--- config.mk ---
export PLATFORM = sky130hd
export DESIGN_NAME = seven_segment_reader
export DESIGN_NICKNAME = d
export VERILOG_FILES = /design/src/rtl/seven_seg_pkg.sv /design/src/rtl/seg_stable_detect.sv /design/src/rtl/seven_segment_reader.sv
export SDC_FILE = /design/constraint.sdc
export NUM_CORES = 1
export LEC_CHECK = 0
export ABC_AREA = 1
export CORE_MARGIN = 4
export CORE_UTILIZATION = 39
export DETAILED_ROUTE_END_ITERATION = 8
export PLACE_DENSITY = 0.69
export SKIP_LAST_GASP = 1
export SYNTH_ARGS = -nofsm -noshare
export SYNTH_HDL_FRONTEND = slang
export SYNTH_SLANG_ARGS = --single-unit
--- constraint.sdc ---
create_clock -name clk -period 2.59 [get_ports clk]
set_clock_uncertainty 0.1 [all_clocks]
set_input_delay 0.3885 -clock clk [delete_from_list [all_inputs] [get_ports clk]]
set_output_delay 0.3885 -clock clk [all_outputs]
set_load 0.01 [all_outputs]
--- src/rtl/seven_seg_pkg.sv ---
// rtl/seven_seg_pkg.sv - segment bit indices, hex glyph table and glyph decoder shared by display encode/decode paths
package seven_seg_pkg;

   localparam int SEG_A  = 7;
   localparam int SEG_B  = 6;
   localparam int SEG_C  = 5;
   localparam int SEG_D  = 4;
   localparam int SEG_E  = 3;
   localparam int SEG_F  = 2;
   localparam int SEG_G  = 1;
   localparam int SEG_DP = 0;

   // Indexed by nibble value; each entry is {A,B,C,D,E,F,G}, 1 = lit.
   localparam logic [6:0] GLYPH_TABLE [0:15] = '{
      7'b1111110, 7'b0110000, 7'b1101101, 7'b1111001,
      7'b0110011, 7'b1011011, 7'b1011111, 7'b1110000,
      7'b1111111, 7'b1111011, 7'b1110111, 7'b0011111,
      7'b1001110, 7'b0111101, 7'b1001111, 7'b1000111
   };

   // Returns {illegal, nibble}; unknown patterns decode to nibble 0 with illegal set.
   function automatic logic [4:0] glyph_to_nibble(input logic [6:0] glyph);
      logic [4:0] result;
      result = 5'b1_0000;
      for (int i = 0; i < 16; i++) begin
         if (glyph == GLYPH_TABLE[i]) begin
            result = {1'b0, 4'(i)};
         end
      end
      return result;
   endfunction

endpackage

--- src/rtl/seg_stable_detect.sv ---
// rtl/seg_stable_detect.sv - two-flop sync, polarity normalise and stability counter with one-shot arming
module seg_stable_detect #(
   parameter int             W             = 12,
   parameter int             STABLE_CYCLES = 16,
   parameter logic [W-1:0]   INV_MASK      = '0
) (
   input  logic         clk,
   input  logic         rst,
   input  logic [W-1:0] raw,
   input  logic         capture,
   output logic [W-1:0] s,
   output logic         hit
);

   localparam logic [15:0] CNT_MAX = 16'(STABLE_CYCLES - 1);

   logic [W-1:0] sync1;
   logic [W-1:0] sync2;
   logic [W-1:0] s_prev;
   logic [15:0]  cnt;
   logic         armed;

   assign s   = sync2 ^ INV_MASK;
   assign hit = (s == s_prev) && (cnt == CNT_MAX) && armed;

   always_ff @(posedge clk) begin
      if (rst) begin
         sync1  <= '0;
         sync2  <= '0;
         s_prev <= '0;
         cnt    <= '0;
         armed  <= 1'b0;
      end else begin
         sync1  <= raw;
         sync2  <= sync1;
         s_prev <= s;
         if (s != s_prev) begin
            cnt   <= '0;
            armed <= 1'b1;
         end else begin
            if (cnt < CNT_MAX) begin
               cnt <= cnt + 16'd1;
            end
            // Only a real capture disarms; blanking keeps the period armed but inert.
            if (capture) begin
               armed <= 1'b0;
            end
         end
      end
   end

endmodule

--- src/rtl/seven_segment_reader.sv ---
// rtl/seven_segment_reader.sv - recovers hex digits from a multiplexed seven-segment bus and publishes whole frames
module seven_segment_reader
   import seven_seg_pkg::*;
#(
   parameter int N_DIGITS       = 4,
   parameter int STABLE_CYCLES  = 16,
   parameter bit SEG_ACTIVE_LOW = 1'b0,
   parameter bit DIG_ACTIVE_LOW = 1'b0
) (
   input  logic                  clk,
   input  logic                  rst,
   input  logic [7:0]            seg,
   input  logic [N_DIGITS-1:0]   dig,
   output logic [4*N_DIGITS-1:0] value,
   output logic [N_DIGITS-1:0]   dp,
   output logic [N_DIGITS-1:0]   err,
   output logic                  frame_valid
);

   localparam int                 W        = N_DIGITS + 8;
   localparam logic [W-1:0]       INV_MASK = {{N_DIGITS{DIG_ACTIVE_LOW}}, {8{SEG_ACTIVE_LOW}}};
   localparam logic [N_DIGITS-1:0] DIG_ONE = N_DIGITS'(1);

   logic [W-1:0]          s;
   logic                  hit;
   logic                  capture;
   logic                  one_hot;
   logic [N_DIGITS-1:0]   dig_n;
   logic [7:0]            seg_n;
   logic [4:0]            dec;
   logic                  frame_done;

   logic [4*N_DIGITS-1:0] shadow_val;
   logic [N_DIGITS-1:0]   shadow_dp;
   logic [N_DIGITS-1:0]   shadow_err;
   logic [N_DIGITS-1:0]   seen;
   logic [N_DIGITS-1:0]   seen_nxt;

   seg_stable_detect #(
      .W             (W),
      .STABLE_CYCLES (STABLE_CYCLES),
      .INV_MASK      (INV_MASK)
   ) u_stable (
      .clk     (clk),
      .rst     (rst),
      .raw     ({dig, seg}),
      .capture (capture),
      .s       (s),
      .hit     (hit)
   );

   assign dig_n      = s[W-1:8];
   assign seg_n      = s[7:0];
   assign one_hot    = (dig_n != '0) && ((dig_n & (dig_n - DIG_ONE)) == '0);
   assign capture    = hit && one_hot;
   assign dec        = glyph_to_nibble({seg_n[SEG_A], seg_n[SEG_B], seg_n[SEG_C], seg_n[SEG_D],
                                        seg_n[SEG_E], seg_n[SEG_F], seg_n[SEG_G]});
   assign frame_done = &seen;

   // A capture landing on the completion cycle starts the next frame's mask.
   always_comb begin
      seen_nxt = frame_done ? '0 : seen;
      if (capture) begin
         seen_nxt = seen_nxt | dig_n;
      end
   end

   always_ff @(posedge clk) begin
      if (rst) begin
         shadow_val  <= '0;
         shadow_dp   <= '0;
         shadow_err  <= '0;
         seen        <= '0;
         value       <= '0;
         dp          <= '0;
         err         <= '0;
         frame_valid <= 1'b0;
      end else begin
         seen        <= seen_nxt;
         frame_valid <= frame_done;
         if (frame_done) begin
            value <= shadow_val;
            dp    <= shadow_dp;
            err   <= shadow_err;
         end
         for (int i = 0; i < N_DIGITS; i++) begin
            if (capture && dig_n[i]) begin
               shadow_val[4*i +: 4] <= dec[3:0];
               shadow_dp[i]         <= seg_n[SEG_DP];
               shadow_err[i]        <= dec[4];
            end
         end
      end
   end

endmodule

==> results of run 1 <==
report_power, final:
group          internal [mW]  leakage [nW]  switching, mW
clock                  0.505         0.106          0.553
combinational         0.0518          1.17         0.0756
sequential              1.65         0.860         0.0189
total                   2.21          2.13          0.647
synth_stat cells:
| cell | instances | share of area, % |
|---|---|---|
| nand2_2 | 1 | 0.15 |
| nor2_1 | 113 | 10 |
| xor2_1 | 1 | 0.21 |
| a211oi_1 | 1 | 0.18 |
| or2_2 | 1 | 0.15 |
| nand4_1 | 11 | 1.7 |
| nand3_1 | 17 | 2.1 |
| buf_4 | 2 | 0.37 |
| o21ai_1 | 1 | 0.12 |
| nor2_4 | 1 | 0.27 |
| inv_1 | 90 | 8.2 |
| nand3_2 | 5 | 1.2 |
| nor3_1 | 3 | 0.37 |
| o211ai_1 | 2 | 0.37 |
| nor2_2 | 2 | 0.30 |
| nand2_1 | 89 | 8.1 |
| clkbuf_1 | 13 | 1.2 |
| buf_2 | 3 | 0.37 |
| inv_2 | 1 | 0.091 |
| dfxtp_1 | 106 | 52 |
| o21a_1 | 1 | 0.18 |
| xnor2_1 | 10 | 2.1 |
| nor2_8 | 1 | 0.49 |
| a21oi_1 | 37 | 4.5 |
| buf_6 | 5 | 1.4 |
| nor2b_1 | 1 | 0.15 |
| o21ai_0 | 27 | 3.3 |
| nand3b_1 | 1 | 0.18 |
| ha_1 | 1 | 0.30 |
final timing paths:
path	startpoint	endpoint	depth (start not counted)
worst min register to register	u_stable.sync1[4]	u_stable.s[4]	2
worst max register to register	u_stable.cnt[0]	shadow_val[4]	8
worst max-delay path	u_stable.cnt[0]	shadow_val[4]	8
worst min-delay path	u_stable.sync1[4]	u_stable.s[4]	2
flip-flops by register name, summed over array words and instances, names as in the netlist:
signal / cells
u_stable.armed: 1
u_stable.cnt: 16
seen: 4
err: 4
shadow_err: 4
u_stable.s_prev: 12
value: 16
u_stable.s: 12
u_stable.sync1: 12
frame_valid: 1
shadow_dp: 4
shadow_val: 16
dp: 4
worst reg2reg max path, stage by stage (launching register included):
cell	delay [ps]
dfxtp_1	370
ha_1	200
nand3_1	90
nor2_1	150
nand3_1	130
nor2_4	230
nand3_2	290
a21oi_1	200
nor2_1	60
kinds of logic (layout without fill, tap and decap cells):
| logic type | Yosys count | in the layout | share of synthesized area [%] |
|---|---|---|---|
| buffers and inverters | 114 | 148 | 11.6 |
| DFF | 106 | 106 | 51.6 |
| AOI/OAI and AO/OA | 69 | 69 | 8.65 |
| adders and majority gates | 1 | 1 | 0.304 |
| xor gates and xnor gates | 11 | 11 | 2.34 |
| and+or+nand+nor | 246 | 246 | 25.5 |
metal layers:
layer / track usage, % / routed length [µm]
met2: 23.3 / 3710
met5: 0 / 0
met3: 3.38 / 286
met1: 15.0 / 3490
met4: 5.09 / 126
area by class of cell:
class	instances	area, µm²	area share, %
Multi-Input combinational cell	327	1510	31.8
Timing Repair Buffer	41	403	8.46
Inverter	91	342	7.18
Tap cell	136	170	3.58
Clock buffer	11	151	3.18
Sequential cell	106	2120	44.6
Clock inverter	5	60.1	1.26
metrics by stage:
| step | util [%] | setup slack (ps) | area [µm²] | hold slack, ps | cells |
|---|---|---|---|---|---|
| 5_1_grt | 46.3 | 471 | 4760 | 310 | 717 |
| 2_1_floorplan | - | 936 | 4110 | 288 | 547 |
| 3_5_place_dp | 44.3 | 699 | 4550 | 293 | 701 |
| 4_1_cts | 46.3 | 681 | 4760 | 302 | 717 |
| 6_report | 46.3 | 685 | 4760 | 296 | 717 |
| 3_3_place_gp | 44.3 | 766 | 4550 | 290 | 701 |
==> reports/qor.csv, run 1 <==
metric,value,unit
CTS max path bufs,2,
Die ar.,0.0122,mm²
number of nets in the layout,591,
PD cells,600,mW/mm²
max_cap viols,0,
internal reg-to-reg setup slack,680,ps
mapped cell area,0.00411,mm²
Critical Path Max Stage Delay,370,ps
synth unique cells,29,
DRC Markers,0,
minimum clock period,1910,ps
core region area,0.0103,mm²
initial DRC count,168,
Required @ worst endpoint,2750,ps
TritonCTS clock tree,yes,
vias in the first global route,3141,
"commonest non-fill, non-tap cell in the layout",nor2_1,
Area Overhead vs Synth,15.8,%
htree depth,3,
effective utilization at floorplan,40.0,%
Via Count,3231,
Slew @ Worst Pin,445,ps
num rows,37,
total design power,2.86,mW
I/O pins,39,
worst path cell trace,ha_1 > nand3_1 > nor2_1 > nand3_1 > nor2_4 > nand3_2 > a21oi_1 > nor2_1,
Pleak,2.13,nW
fillers,1035,
Syn Inst Count,547,
clk slew on worst S/H paths,100,ps
vias per cell,4.51,
PostCTS Resize Cnt,0,
CTS Hold Bufs,0,
RSZ-0062 raised after global routing,false,
pin count of the biggest net entering global routing,49,
Slew HR,70.3,%
PortBufs,38,
kind of critical path,flip-flop to flip-flop,
drt first pass iters,4,
Final ANT Viol Nets,0,
Post-Syn Nets,562,
"Avg Cell Area, Syn",7.51,µm²
Pins Over Slew Limit,0,
Ys Warns,0,
# setup viols final,0,
Die W,111,µm
Crit. End Element,flip-flop,
drt total wl,7610,µm
"CP delay by family, top",simple AND/OR/NAND/NOR gates,
register area share after synthesis,51.6,%
#FFs+latches synth,106,
routed wire length per instance,10.6,µm
GRT overflow,0,
Crit Path Max Fanout,12,
clock latency on the worst-skew pair,370,ps
gp weighted congestion,0.963,
clk root buf,clkbuf_8,
crit path DAT,2070,ps
initial antenna violation count,0,
VDD IR max,290,µV
status,"complete, no violations",
layout cell share with drive strength beyond 1,5.34,%
period utilization,73.6,%
die height,111,µm
type of origin of the critical path,flip-flop,
Num CTS Buffers,9,
Worst path slowest cell,dfxtp_1,
CP Buf/Inv Count,0,
number of post-CTS setup repair buffers,0,
"commonest cells after routing, fill and taps aside","nor2_1 (113), dfxtp_1 (106), inv_1 (90), nand2_1 (89), clkdlybuf4s50_1 (38)",
Worst Hold Class,flip-flop to flip-flop,
Final Hold Violating Endpoints,0,
Sink Count,106,
Post-DP HPWL,5340,µm
global-route wire length before repair,13600,µm
Fmax achieved,525,MHz
Tot GR Track Use,13.1,%
setup_tns,0,ps
n_diodes,0,
No activity file was read; power rests on OpenSTA's default activity.
==> run 2: changes to the inputs <==
clock period = 1.77 ns   (was 2.59 ns; I/O delays follow)
==> run 2 against run 1 <==
Maximum frequency rose by 11%. Clock-buffer cell count fell by 1. Combinational power rose by 130%. Sequential power rose by 47%. Worst setup slack got worse by 630 ps.
==> reports/qor.csv, run 2 (same netlist as run 1, synthesis figures left out) <==
metric,value,unit,change
status,"complete, no violations",,unchanged
Fmax achieved,583,MHz,was 525 MHz
Final Hold Violating Endpoints,0,,unchanged
initial antenna violation count,0,,unchanged
minimum clock period,1710,ps,was 1910 ps
RSZ-0062 raised after global routing,true,,was false
GRT overflow,0,,unchanged
clk slew on worst S/H paths,90,ps,was 100 ps
routed wire length per instance,11.9,µm,was 10.6 µm
Top Registers,"shadow_val: 16 flops, u_stable.cnt: 16 flops, value: 16 flops",,unchanged
Pleak,2.30,nW,was 2.13 nW
core region area,0.0103,mm²,unchanged
Critical Path Max Stage Delay,420,ps,was 370 ps
Worst Hold Class,flip-flop to flip-flop,,unchanged
Area Overhead vs Synth,28.1,%,was 15.8%
max_cap viols,0,,unchanged
htree depth,3,,unchanged
DRC Markers,0,,unchanged
layout cell share with drive strength beyond 1,17.7,%,was 5.34%
Slew @ Worst Pin,315,ps,was 445 ps
placed insts,716,,was 701
drt first pass iters,4,,unchanged
Crit. End Element,flip-flop,,unchanged
type of origin of the critical path,flip-flop,,unchanged
post-layout instance area,0.00527,mm²,was 0.00476 mm²
kind of critical path,flip-flop to flip-flop,,unchanged
PortBufs,38,,unchanged
PD cells,797,mW/mm²,was 600 mW/mm²
"commonest non-fill, non-tap cell in the layout",nor2_1,,unchanged
Area after DPL,0.00469,mm²,was 0.00455 mm²
TritonCTS clock tree,yes,,unchanged
Die W,111,µm,unchanged
CTS max path bufs,2,,unchanged
Tot GR Track Use,13.9,%,was 13.1%
gp weighted congestion,0.899,,was 0.963
drt total wl,8880,µm,was 7610 µm
Most Frequent Cell on Critical Path,nor2_1,,
Die ar.,0.0122,mm²,unchanged
"commonest cells after routing, fill and taps aside","nor2_1 (107), dfxtp_1 (91), inv_1 (86), nand2_1 (81), clkdlybuf4s50_1 (38)",,"was nor2_1 (113), dfxtp_1 (106), inv_1 (90), nand2_1 (89), clkdlybuf4s50_1 (38)"
Crit Path Max Fanout,7,,was 12
number of nets in the layout,622,,was 591
Via Count,3491,,was 3231
global-route wire length before repair,14300,µm,was 13600 µm
crit path DAT,1880,ps,was 2070 ps
clock latency on the worst-skew pair,370,ps,about the same
pin count of the biggest net entering global routing,49,,unchanged
Slew HR,78.9,%,was 70.3%
I/O pins,39,,unchanged
worst path cell trace,inv_1 > nand2_1 > nor2_1 > nand2_1 > nand3_1 > nor2_1 > nand4_1 > a21oi_1 > nor2_1,,was ha_1 > nand3_1 > nor2_1 > nand3_1 > nor2_4 > nand3_2 > a21oi_1 > nor2_1
setup_tns,0,ps,unchanged
# setup viols final,0,,unchanged
initial DRC count,252,,was 168
vias per cell,4.68,,was 4.51
Worst path slowest cell,dfxtp_2,,was dfxtp_1
Required @ worst endpoint,1930,ps,was 2750 ps
n_diodes,0,,unchanged
Post-DP HPWL,5790,µm,was 5340 µm
vias in the first global route,3209,,was 3141
Sink Count,106,,unchanged
period utilization,96.8,%,was 73.6%
clk root buf,clkbuf_8,,unchanged
Final ANT Viol Nets,0,,unchanged
VDD IR max,518,µV,was 290 µV
die height,111,µm,unchanged
num rows,37,,unchanged
fillers,958,,was 1035
Pins Over Slew Limit,0,,unchanged
Num CTS Buffers,9,,unchanged
"non-filler cells, final",746,,was 717
effective utilization at floorplan,40.0,%,unchanged
==> run 2: changes by cell type in the layout (fill, tap and decap cells not counted), moves of 4 or more <==
cell,previous run,this run
dfxtp_4,0,6
nor2_4,1,5
inv_2,1,5
inv_1,90,86
nor2_1,113,107
nand2_2,1,8
xnor2_2,0,9
dfxtp_2,0,9
nand3_4,0,7
nand2_1,89,81
dfxtp_1,106,91
buf_4,3,24
xnor2_1,10,1
==> run 2: what timing repair did <==
action,in CTS,in global routing
pin swaps,0,20
setup endpoints to repair,23,43
buffers inserted,0,11
gates resized for setup,0,71
hold buffers,0,0
cloned,0,5
==> run 2: layer usage <==
| metal | GRT usage [%] | up-vias | part of all wire, % |
|---|---|---|---|
| met5 | 0 | - | 0 |
| met4 | 6.65 | 0 | 2.3 |
| met2 | 23.5 | 73 | 50 |
| li1 | - | 1797 | - |
| met3 | 2.84 | 22 | 4.2 |
| met1 | 16.9 | 1599 | 44 |
==> run 2: metrics by stage <==
step                worst slack (ps)  utilization [%]  power [mW]  hold slack [ps]
global placement                16.1             45.6        2.71              290
detailed placement             -70.6             45.6        2.71              293
floorplan                        116                -        2.64              272
CTS                            -79.8             47.5        4.16              297
finish                          55.9             51.2        4.20              296
global route                   -56.4             51.2        4.37              298
==> run 2: final timing paths <==
check	start	cells past startpoint	end	slack, ps
worst max-delay path	u_stable.s[3]	9	shadow_val[12]	60
worst min-delay path	u_stable.sync1[4]	2	u_stable.s[4]	300
worst max register to register	u_stable.s[3]	9	shadow_val[12]	60
worst min register to register	u_stable.sync1[4]	2	u_stable.s[4]	300
==> run 2: final cells by class <==
class                   count  area [µm²]  share of cell area, %
clock buffers              10         138                   2.61
repair buffers             67         634                   12.0
well taps                 136         170                   3.23
flip-flops and latches    106        2160                   40.9
inverters                  91         342                   6.49
multi-input cells         332        1770                   33.7
clock inverters             4        53.8                   1.02
==> run 2: critical path: cells and delay by family (launching register included) <==
kind / cells / cell delay [ps]
and+or+nand+nor: 7 / 780
buffers and inverters: 1 / 90
DFF: 1 / 420
AOI/OAI and AO/OA: 1 / 220
==> run 2: power by group <==
part	total, mW	switching, mW	leakage [nW]	internal, mW
registers	2.45	0.0297	0.868	2.42
clock network	1.46	0.784	0.0904	0.679
logic	0.290	0.164	1.34	0.126
